===== config.mk =====
export PLATFORM = sky130hd
export DESIGN_NAME = neuron_sweep_scheduler_flat
export DESIGN_NICKNAME = d
export VERILOG_FILES = /design/src/rtl/neuron_sweep_scheduler_if.sv /design/src/rtl/neuron_sweep_scheduler.sv /design/src/flat_wrapper.sv
export SDC_FILE = /design/constraint.sdc
export NUM_CORES = 1
export LEC_CHECK = 0
export BUFFER_PORTS_ARGS = -buffer_cell sky130_fd_sc_hd__buf_2
export CELL_PAD_IN_SITES_DETAIL_PLACEMENT = 0
export CELL_PAD_IN_SITES_GLOBAL_PLACEMENT = 1
export CORE_AREA = 10 10 83 114
export DETAILED_ROUTE_END_ITERATION = 7
export DIE_AREA = 0 0 93 124
export GPL_ROUTABILITY_DRIVEN = 0
export PLACE_DENSITY_LB_ADDON = 0.12
export SYNTH_ARGS = -nofsm -noshare
export SYNTH_HDL_FRONTEND = slang
export SYNTH_SLANG_ARGS = --single-unit

===== constraint.sdc =====
create_clock -name clk -period 6.3 [get_ports clk]
set_input_delay 0.945 -clock clk [delete_from_list [all_inputs] [get_ports clk]]
set_output_delay 0.945 -clock clk [all_outputs]
set_load 0.005 [all_outputs]

===== src/rtl/neuron_sweep_scheduler_if.sv =====
// Scheduler <-> layer datapath bundle: stimulus fetch, integrator strobe, spike event stream.
// Handshakes: stim_req is held until stim_valid answers; spk_valid/spk_addr are held until a cycle with spk_ready.
interface neuron_sweep_scheduler_if #(
  parameter int ADDR_W = 8,
  parameter int WIDTH  = 25
);
  logic              stim_req;
  logic [ADDR_W-1:0] stim_addr;
  logic              stim_valid;
  logic [WIDTH-1:0]  stim_data;
  logic              nrn_en;
  logic [WIDTH-1:0]  nrn_stim;
  logic              nrn_valid;
  logic              nrn_spike;
  logic              spk_valid;
  logic [ADDR_W-1:0] spk_addr;
  logic              spk_ready;

  modport master (
    output stim_req, stim_addr, nrn_en, nrn_stim, spk_valid, spk_addr,
    input  stim_valid, stim_data, nrn_valid, nrn_spike, spk_ready
  );

  modport slave (
    input  stim_req, stim_addr, nrn_en, nrn_stim, spk_valid, spk_addr,
    output stim_valid, stim_data, nrn_valid, nrn_spike, spk_ready
  );
endinterface


===== src/rtl/neuron_sweep_scheduler.sv =====
// Per-timestep sweep of one integrate-and-fire layer: fetch, fire, wait, emit spike events.
// Optional SCHED_SPIKE_COUNT_EN adds a per-sweep spike_count output.
module neuron_sweep_scheduler #(
  parameter int N_NEURONS     = 256,
  parameter int WIDTH         = 25,
  parameter int ADDR_W        = $clog2(N_NEURONS),
  parameter int VALID_TIMEOUT = 15
) (
  input  logic                clk,
  input  logic                rst,
  input  logic                tick,
  input  logic [ADDR_W:0]     n_active,
  neuron_sweep_scheduler_if.master bus,
  output logic                busy,
  output logic                done,
  output logic                overrun,
  output logic                timeout_err,
  output logic [2:0]          state_dbg
`ifdef SCHED_SPIKE_COUNT_EN
  ,
  output logic [ADDR_W:0]     spike_count
`endif
);

  localparam int TO_W = $clog2(VALID_TIMEOUT + 1);
  localparam logic [ADDR_W:0] MAX_CNT  = (ADDR_W+1)'(N_NEURONS);
  localparam logic [TO_W-1:0] TO_LIMIT = TO_W'(VALID_TIMEOUT - 1);

  typedef enum logic [2:0] {
    S_IDLE   = 3'd0,
    S_FETCH  = 3'd1,
    S_FIRE   = 3'd2,
    S_WAIT   = 3'd3,
    S_EMIT   = 3'd4,
    S_FINISH = 3'd5
  } state_t;

  state_t            state, state_n;
  logic [ADDR_W-1:0] addr;
  logic [ADDR_W:0]   count;
  logic [ADDR_W:0]   clip;
  logic [TO_W-1:0]   wait_cnt;
  logic [WIDTH-1:0]  stim_q;
  logic              accept, capture, adv, to_hit, last;

  assign clip = (n_active > MAX_CNT) ? MAX_CNT : n_active;
  // Compare addr+1 against count so a count of 0 never needs a negative bound.
  assign last = (({1'b0, addr} + (ADDR_W+1)'(1)) == count);

  always_comb begin
    state_n = state;
    accept  = 1'b0;
    capture = 1'b0;
    adv     = 1'b0;
    to_hit  = 1'b0;
    case (state)
      S_IDLE: begin
        if (tick) begin
          accept  = 1'b1;
          state_n = (clip == '0) ? S_FINISH : S_FETCH;
        end
      end
      S_FETCH: begin
        if (bus.stim_valid) begin
          capture = 1'b1;
          state_n = S_FIRE;
        end
      end
      S_FIRE:  state_n = S_WAIT;
      S_WAIT: begin
        if (bus.nrn_valid) begin
          if (bus.nrn_spike) state_n = S_EMIT;
          else               adv     = 1'b1;
        end else if (wait_cnt == TO_LIMIT) begin
          to_hit = 1'b1;
          adv    = 1'b1;
        end
      end
      S_EMIT: begin
        if (bus.spk_ready) adv = 1'b1;
      end
      S_FINISH: state_n = S_IDLE;
      default:  state_n = S_IDLE;
    endcase
    if (adv) state_n = last ? S_FINISH : S_FETCH;
  end

  always_ff @(posedge clk) begin
    if (rst) begin
      state       <= S_IDLE;
      addr        <= '0;
      count       <= '0;
      wait_cnt    <= '0;
      stim_q      <= '0;
      overrun     <= 1'b0;
      timeout_err <= 1'b0;
    end else begin
      state <= state_n;
      if (accept) begin
        count <= clip;
        addr  <= '0;
      end
      if (capture) stim_q <= bus.stim_data;
      if (state == S_FIRE)      wait_cnt <= '0;
      else if (state == S_WAIT) wait_cnt <= wait_cnt + TO_W'(1);
      if (adv && !last) addr <= addr + ADDR_W'(1);
      if (to_hit) timeout_err <= 1'b1;
      if (tick && state != S_IDLE) overrun <= 1'b1;
    end
  end

`ifdef SCHED_SPIKE_COUNT_EN
  always_ff @(posedge clk) begin
    if (rst)                                spike_count <= '0;
    else if (accept)                        spike_count <= '0;
    else if (bus.spk_valid && bus.spk_ready) spike_count <= spike_count + (ADDR_W+1)'(1);
  end
`endif

  assign bus.stim_req  = (state == S_FETCH);
  assign bus.stim_addr = addr;
  assign bus.nrn_en    = (state == S_FIRE);
  assign bus.nrn_stim  = stim_q;
  assign bus.spk_valid = (state == S_EMIT);
  assign bus.spk_addr  = addr;
  assign busy          = (state != S_IDLE);
  assign done          = (state == S_FINISH);
  assign state_dbg     = state;

endmodule


===== src/flat_wrapper.sv =====
// flat-port wrapper written by rule: the top's interface ports become plain ports
module neuron_sweep_scheduler_flat 
#(
  parameter int N_NEURONS     = 256,
  parameter int WIDTH         = 25,
  parameter int ADDR_W        = $clog2(N_NEURONS),
  parameter int VALID_TIMEOUT = 15
)
  (clk, rst, tick, n_active, busy, done, overrun, timeout_err, state_dbg, bus_stim_req, bus_stim_addr, bus_nrn_en, bus_nrn_stim, bus_spk_valid, bus_spk_addr, bus_stim_valid, bus_stim_data, bus_nrn_valid, bus_nrn_spike, bus_spk_ready);
  neuron_sweep_scheduler_if #(.ADDR_W(ADDR_W), .WIDTH(WIDTH)) bus_i ();
  input  logic clk;
  input  logic rst;
  input  logic tick;
  input  logic [ADDR_W:0] n_active;
  output logic busy;
  output logic done;
  output logic overrun;
  output logic timeout_err;
  output logic [2:0] state_dbg;
  output wire logic [$bits(bus_i.stim_req)-1:0] bus_stim_req;
  output wire logic [$bits(bus_i.stim_addr)-1:0] bus_stim_addr;
  output wire logic [$bits(bus_i.nrn_en)-1:0] bus_nrn_en;
  output wire logic [$bits(bus_i.nrn_stim)-1:0] bus_nrn_stim;
  output wire logic [$bits(bus_i.spk_valid)-1:0] bus_spk_valid;
  output wire logic [$bits(bus_i.spk_addr)-1:0] bus_spk_addr;
  input wire logic [$bits(bus_i.stim_valid)-1:0] bus_stim_valid;
  input wire logic [$bits(bus_i.stim_data)-1:0] bus_stim_data;
  input wire logic [$bits(bus_i.nrn_valid)-1:0] bus_nrn_valid;
  input wire logic [$bits(bus_i.nrn_spike)-1:0] bus_nrn_spike;
  input wire logic [$bits(bus_i.spk_ready)-1:0] bus_spk_ready;
  assign bus_stim_req = bus_i.stim_req;
  assign bus_stim_addr = bus_i.stim_addr;
  assign bus_nrn_en = bus_i.nrn_en;
  assign bus_nrn_stim = bus_i.nrn_stim;
  assign bus_spk_valid = bus_i.spk_valid;
  assign bus_spk_addr = bus_i.spk_addr;
  assign bus_i.stim_valid = bus_stim_valid;
  assign bus_i.stim_data = bus_stim_data;
  assign bus_i.nrn_valid = bus_nrn_valid;
  assign bus_i.nrn_spike = bus_nrn_spike;
  assign bus_i.spk_ready = bus_spk_ready;
  neuron_sweep_scheduler #(.N_NEURONS(N_NEURONS), .WIDTH(WIDTH), .ADDR_W(ADDR_W), .VALID_TIMEOUT(VALID_TIMEOUT)) u_core (.clk(clk), .rst(rst), .tick(tick), .n_active(n_active), .bus(bus_i), .busy(busy), .done(done), .overrun(overrun), .timeout_err(timeout_err), .state_dbg(state_dbg));
endmodule

Word level (Yosys, flattened, before mapping)
Index checks and enable logic that the tools add are counted.

Flip-flop bits (word level): 51. Input bits: 41. Logic and storage cells: 54.

$add $sub $neg: 3. $lt $le $gt $ge: 1. Eq/ne operators: 12. Multiplexer cells: 22. Reduce and logical (&&, ||, !) cells: 9.

Operators by type and width (number): two-way mux 3 bit (7); two-way mux 8 bit (2); one-hot mux 3 bit (5 select lines) (1); two-way mux 1 bit (10); adder 8 x 1 -> 9 bit (second input constant) (1); == test 9 bit (1); greater-than comparator 9 bit (second input constant) (1); logical NOT 9 bit (1); two-way mux 9 bit (1); != test 3 x 2 -> 1 bit (second input constant) (3); adder 8 x 1 -> 8 bit (second input constant) (1); == test 3 x 2 -> 1 bit (second input constant) (2); == test 3 bit (second input constant) (2); AND reduction 5 bit (1); adder 4 x 1 -> 4 bit (second input constant) (1); == test 4 bit (second input constant) (1); == test 3 x 1 -> 1 bit (second input constant) (1); logical NOT 3 bit (1); != test 3 x 1 -> 1 bit (second input constant) (1); nonzero test 3 bit (1); logical AND 1 bit (2); != test 2 x 1 -> 1 bit (second input constant) (1); one-hot mux 1 bit (2 select lines) (1); nonzero test 2 bit (1); other kinds (2) (2).

Longest topological paths before layout
Word-level depth: 7. Depth in mapped cells: 9.

Least setup slack after synthesis
No wires, ideal clock.

Kind: input -> register. Start point: input port n_active[8]. End point: register u_core.state[2] (netlist: u_core.state_dbg[2]). Arrival time: 2.346 ns. Data required time: 6.214 ns. Path slack: 3.868 ns. Cell stages on the path: 7. Path buffers: 1. Cell sequence: clkbuf_1 nor4_1 nand3_1 o21a_1 a2111oi_0 nor3_1 a211oi_1.

Word-level cells in the longest chain between the ends: 7.

Ends and longest elaborated chain: start: declaration (line flat_wrapper.sv:14) `input logic [ADDR_W:0] n_active;`; greater-than comparator 9 bit (line neuron_sweep_scheduler.sv:46) `assign clip = (n_active > MAX_CNT) ? MAX_CNT : n_active;`; two-way mux 9 bit * (line neuron_sweep_scheduler.sv:46); logical NOT 9 bit * (line neuron_sweep_scheduler.sv:60) `state_n = (clip == '0) ? S_FINISH : S_FETCH;`; two-way mux 3 bit * (line neuron_sweep_scheduler.sv:60); two-way mux 3 bit * (line neuron_sweep_scheduler.sv:58) `if (tick) begin`; one-hot mux 3 bit (5 select lines) * (line neuron_sweep_scheduler.sv:56) `case (state)`; two-way mux 3 bit * (line neuron_sweep_scheduler.sv:85) `if (adv) state_n = last ? S_FINISH : S_FETCH;`; end signal: assignment (line neuron_sweep_scheduler.sv:98) `state <= state_n;`; end: declaration (line neuron_sweep_scheduler.sv:38) `state_t state, state_n;`.

Every way passes the cells marked *; elsewhere a longest branch is shown, timed or not. The select of a mux whose other input is x is not followed. A chain may end at the register's enable or synchronous reset.

Final worst setup path
Start point: register u_core.addr[0] (netlist: u_core.bus.spk_addr[0]). End point: register u_core.addr[4] (netlist: u_core.bus.spk_addr[4]).

Word-level cells in the longest chain between the ends: 5. Elaborated cells on any way between the ends: 7. Those cells by class: 2 x add/sub; 1 x eq/ne; 1 x mux; 3 x reduce/logical.

Ends and longest elaborated chain: start: declaration (line neuron_sweep_scheduler.sv:39) `logic [ADDR_W-1:0] addr;`; start signal: assignment (line neuron_sweep_scheduler.sv:106) `if (adv && !last) addr <= addr + ADDR_W'(1);`; adder 8 x 1 -> 9 bit (line neuron_sweep_scheduler.sv:48) `assign last = (({1'b0, addr} + (ADDR_W+1)'(1)) == count);`; == test 9 bit (line neuron_sweep_scheduler.sv:48); logical NOT 1 bit (line neuron_sweep_scheduler.sv:106); logical AND 1 bit (line neuron_sweep_scheduler.sv:106); two-way mux 8 bit or nonzero test 2 bit (tied branches).

Parallel ways exist; a longest one is shown, timed or not.

==> flow_summary.yaml <==
run_status:
  run_status: "finished clean"
drt:
  dr.max_layer_used: "met4"
  drcViolationCount: 0
  final_wirelength_um: 7020
  route.vias.total: 2290
  met2_wirelength_um: 3500
  detailedRoute.firstIterationViolations: 93
  detail_route.vias_per_cell: 4.82
  met1Wirelength_um: 2810
  detail_route.wl_per_cell_um: 14.8
  ant_nets: 0
  route.met3.wl_um: 634
  detail_route.first_pass.iterations: 4
clock_network:
  max-clock-path-buffers: 2
  tritoncts_num_sinks: 51
  cts_repair_resize_count: 0
  clk-insertion-delay-late_ps: 300
  cts_setup_buffers: 0
  clkSlewWorstSetupHoldPaths_ps: 90
  cts_tree: "built"
  post_cts_hold_fix_bufs: 0
  cts_htree_levels: 2
  cts.root.buffer_cell: "clkbuf_8"
  tritoncts.num_buffers: 5
sta:
  timing.setup.tns_ps: 0
  setup_repair_after_global_routing_missed_its_margin: "false"
  timing_max_transition_violations_final: 0
  worst_clock_skew_ps: 3.93
  timing.slew.headroom_pct: 39.6
  fmaxAchievable_mhz: 368
  setup_viol: 0
  fin_crit_sh_pct: 43.1
  report.final.hold_viol_count: 0
  postLayoutSetupSlackWorst_ps: 3580
  tightest_slew_ps: 905
  timing.final.crit_period_ps: 2720
worst_setup_path:
  critical_path_peak_fanout: 12
  startpoint_type: "flip-flop"
  cell_with_the_largest_stage_delay_on_the_worst_path: "dfxtp_1"
  setup.worst_path.class: "reg2reg"
  worstPathBufferInverterCount: 0
  critPathTopFamily: "compound AO/OA/AOI/OAI gates"
  worst_ep_required_time_ps: 6490
  critPathCaptureType: "flip-flop"
  arrival_worst_endpoint_ps: 2910
  crit_chain: "ha_1 -> nand3_1 -> or2_2 -> xnor2_1 -> o2111a_2 -> nor2_1 -> a221o_1"
  slowest_delay_ps: 530
grt:
  global_route.overflow_total: 0
  via_count_of_the_first_global_routing_pass: 2365
  grt_start_max_net_pins: 47
  grt_first_pass_wirelength_um: 11600
  grt.total_usage_pct: 12.3
  grt_antenna_before_repair: 0
final_layout:
  final_nets: 421
  insertedDiodeCount: 0
  flow.area_growth_from_synthesis_pct: 22.0
  drive_gt1_share_pct: 28.8
  filler_cell_count: 802
die:
  die-width_um: 93
  i_o_pins: 92
  die_area_um2: 11500
  initial_core_utilization_pct: 34.4
  fp-row-count: 37
  die_outline_height_um: 124
  coreArea_um2: 7310
yosys:
  synth_commonest_cells: "62 x nand2_1, 51 x dfxtp_1, 40 x a21oi_1"
  mappedNetlistNets: 350
  post-synth-top-count-cell: "nand2_1"
  yosys-top-cells-area: "dfxtp_1 41%, nand2_1 9.2%, a21oi_1 8.0%"
  synth-seq-cells: 51
  dominantRegCellSynth: "dfxtp_1"
  synth_fa_ha_area_share_pct: 1.49
  ys.warnings.count: 0
  synthSimpleGateAreaFrac_pct: 26.3
  synth_cell_type_count: 51
  post_synth_xor_area_fraction_pct: 4.53
  synth_seq_area_share_pct: 40.6
  yosysTopAreaCellShare_pct: 40.6
  synth-compound-area-share_pct: 18.6
  synth_top_family_by_area: "simple AND/OR/NAND/NOR gates"
  synth.cell_area_um2: 2520
  yosys-mux-area-fraction_pct: 1.39
  synth_enable_flop_cells: 0
  synthArstFlopShare_pct: 0
  synth_area_leader_cell: "dfxtp_1"
  postSynthAreaPerCell_um2: 8.22
  postSynthCellCount: 306
power:
  p_per_area_nw_per_um2: 233
  vdd.ir_drop.worst_mv: 0.104
  cellLeakagePower_nw: 1.34
worst_hold_path:
  worstHoldPathType: "reg2reg"
run:
  cap_violations: 0
placement:
  io_buffers: 91
  pre_cts_slack_ps: 3520
  post-dp-hpwl_um: 5340
## cell usage in the layout (no fill, tap or decap), drive strengths merged, types with 3 or more instances in the layout
master / n
buf: 91
nand2: 62
dfxtp: 51
a21oi: 40
nor2: 22
nor3: 12
nor3b: 11
xnor2: 9
inv: 6
clkbuf: 6
nand3: 5
xor2: 4
o21ai: 4
a221o: 4
o2111ai: 4
nor4: 4
and2: 4
ha: 3
nand4: 3
## flip-flops by register name, indices dropped and copies added (netlist names)
register and flops:
u_core.bus.nrn_stim 25, u_core.bus.spk_addr 8, u_core.count 9, u_core.overrun 1, u_core.state_dbg 3, u_core.timeout_err 1
u_core.wait_cnt 4
## worst min-delay path: stages, from the launching register on
cell and delay, ps:
dfxtp_1 320, nand2_1 50, a21oi_1 50
## per-stage QoR
step / total power, mW / cells / instance area [µm²] / utilization (%) / hold slack, ps
after floorplan: 0.417 / 306 / 2520 / - / 453
after global placement: 0.457 / 467 / 2940 / 40.1 / 439
after detailed placement: 0.458 / 467 / 2940 / 40.1 / 443
after CTS: 0.725 / 475 / 3070 / 42.0 / 456
after global routing: 0.756 / 475 / 3070 / 42.0 / 478
final: 0.714 / 475 / 3070 / 42.0 / 454
## per-layer routing
metal | GRT usage [%] | vias to the layer above
li1 | - | 1201
met1 | 13.0 | 1024
met2 | 21.0 | 59
met3 | 5.96 | 6
met4 | 3.77 | 0
met5 | 0 | -
## kinds of logic (layout without fill, tap and decap cells)
| group | Yosys count | after routing |
|---|---|---|
| adders and majority gates | 3 | 3 |
| buffers and inverters | 33 | 105 |
| and+or+nand+nor | 133 | 133 |
| muxes | 3 | 3 |
| xor gates and xnor gates | 13 | 13 |
| DFF | 51 | 51 |
| AOI/OAI and AO/OA | 70 | 70 |
## path summary, 6_finish.rpt
path	from	endpoint	slack (ps)	depth (start not counted)
worst max-delay path	u_core.bus.spk_addr[0]$_SDFFE_PP0P_	u_core.bus.spk_addr[4]$_SDFFE_PP0P_	3580	7
worst max register to register	u_core.bus.spk_addr[0]$_SDFFE_PP0P_	u_core.bus.spk_addr[4]$_SDFFE_PP0P_	3580	7
worst min register to register	u_core.bus.nrn_stim[21]$_SDFFE_PP0P_	u_core.bus.nrn_stim[21]$_SDFFE_PP0P_	450	2
worst min-delay path	u_core.bus.nrn_stim[21]$_SDFFE_PP0P_	u_core.bus.nrn_stim[21]$_SDFFE_PP0P_	450	2
## where the power goes
part           switching, mW  internal [mW]
combinational         0.0572         0.0410
sequential            0.0130          0.336
clock                  0.108          0.159
total                  0.178          0.536
## layout make-up
cell class	count	area [µm²]	share of cell area [%]
multi-input cells	222	1320	42.9
flip-flops and latches	51	1020	33.3
repair buffers	91	455	14.8
well taps	97	121	3.95
clock buffers	6	72.6	2.36
clock inverters	2	60.1	1.96
inverters	6	22.5	0.734
Power figures use the tool's default switching activity.
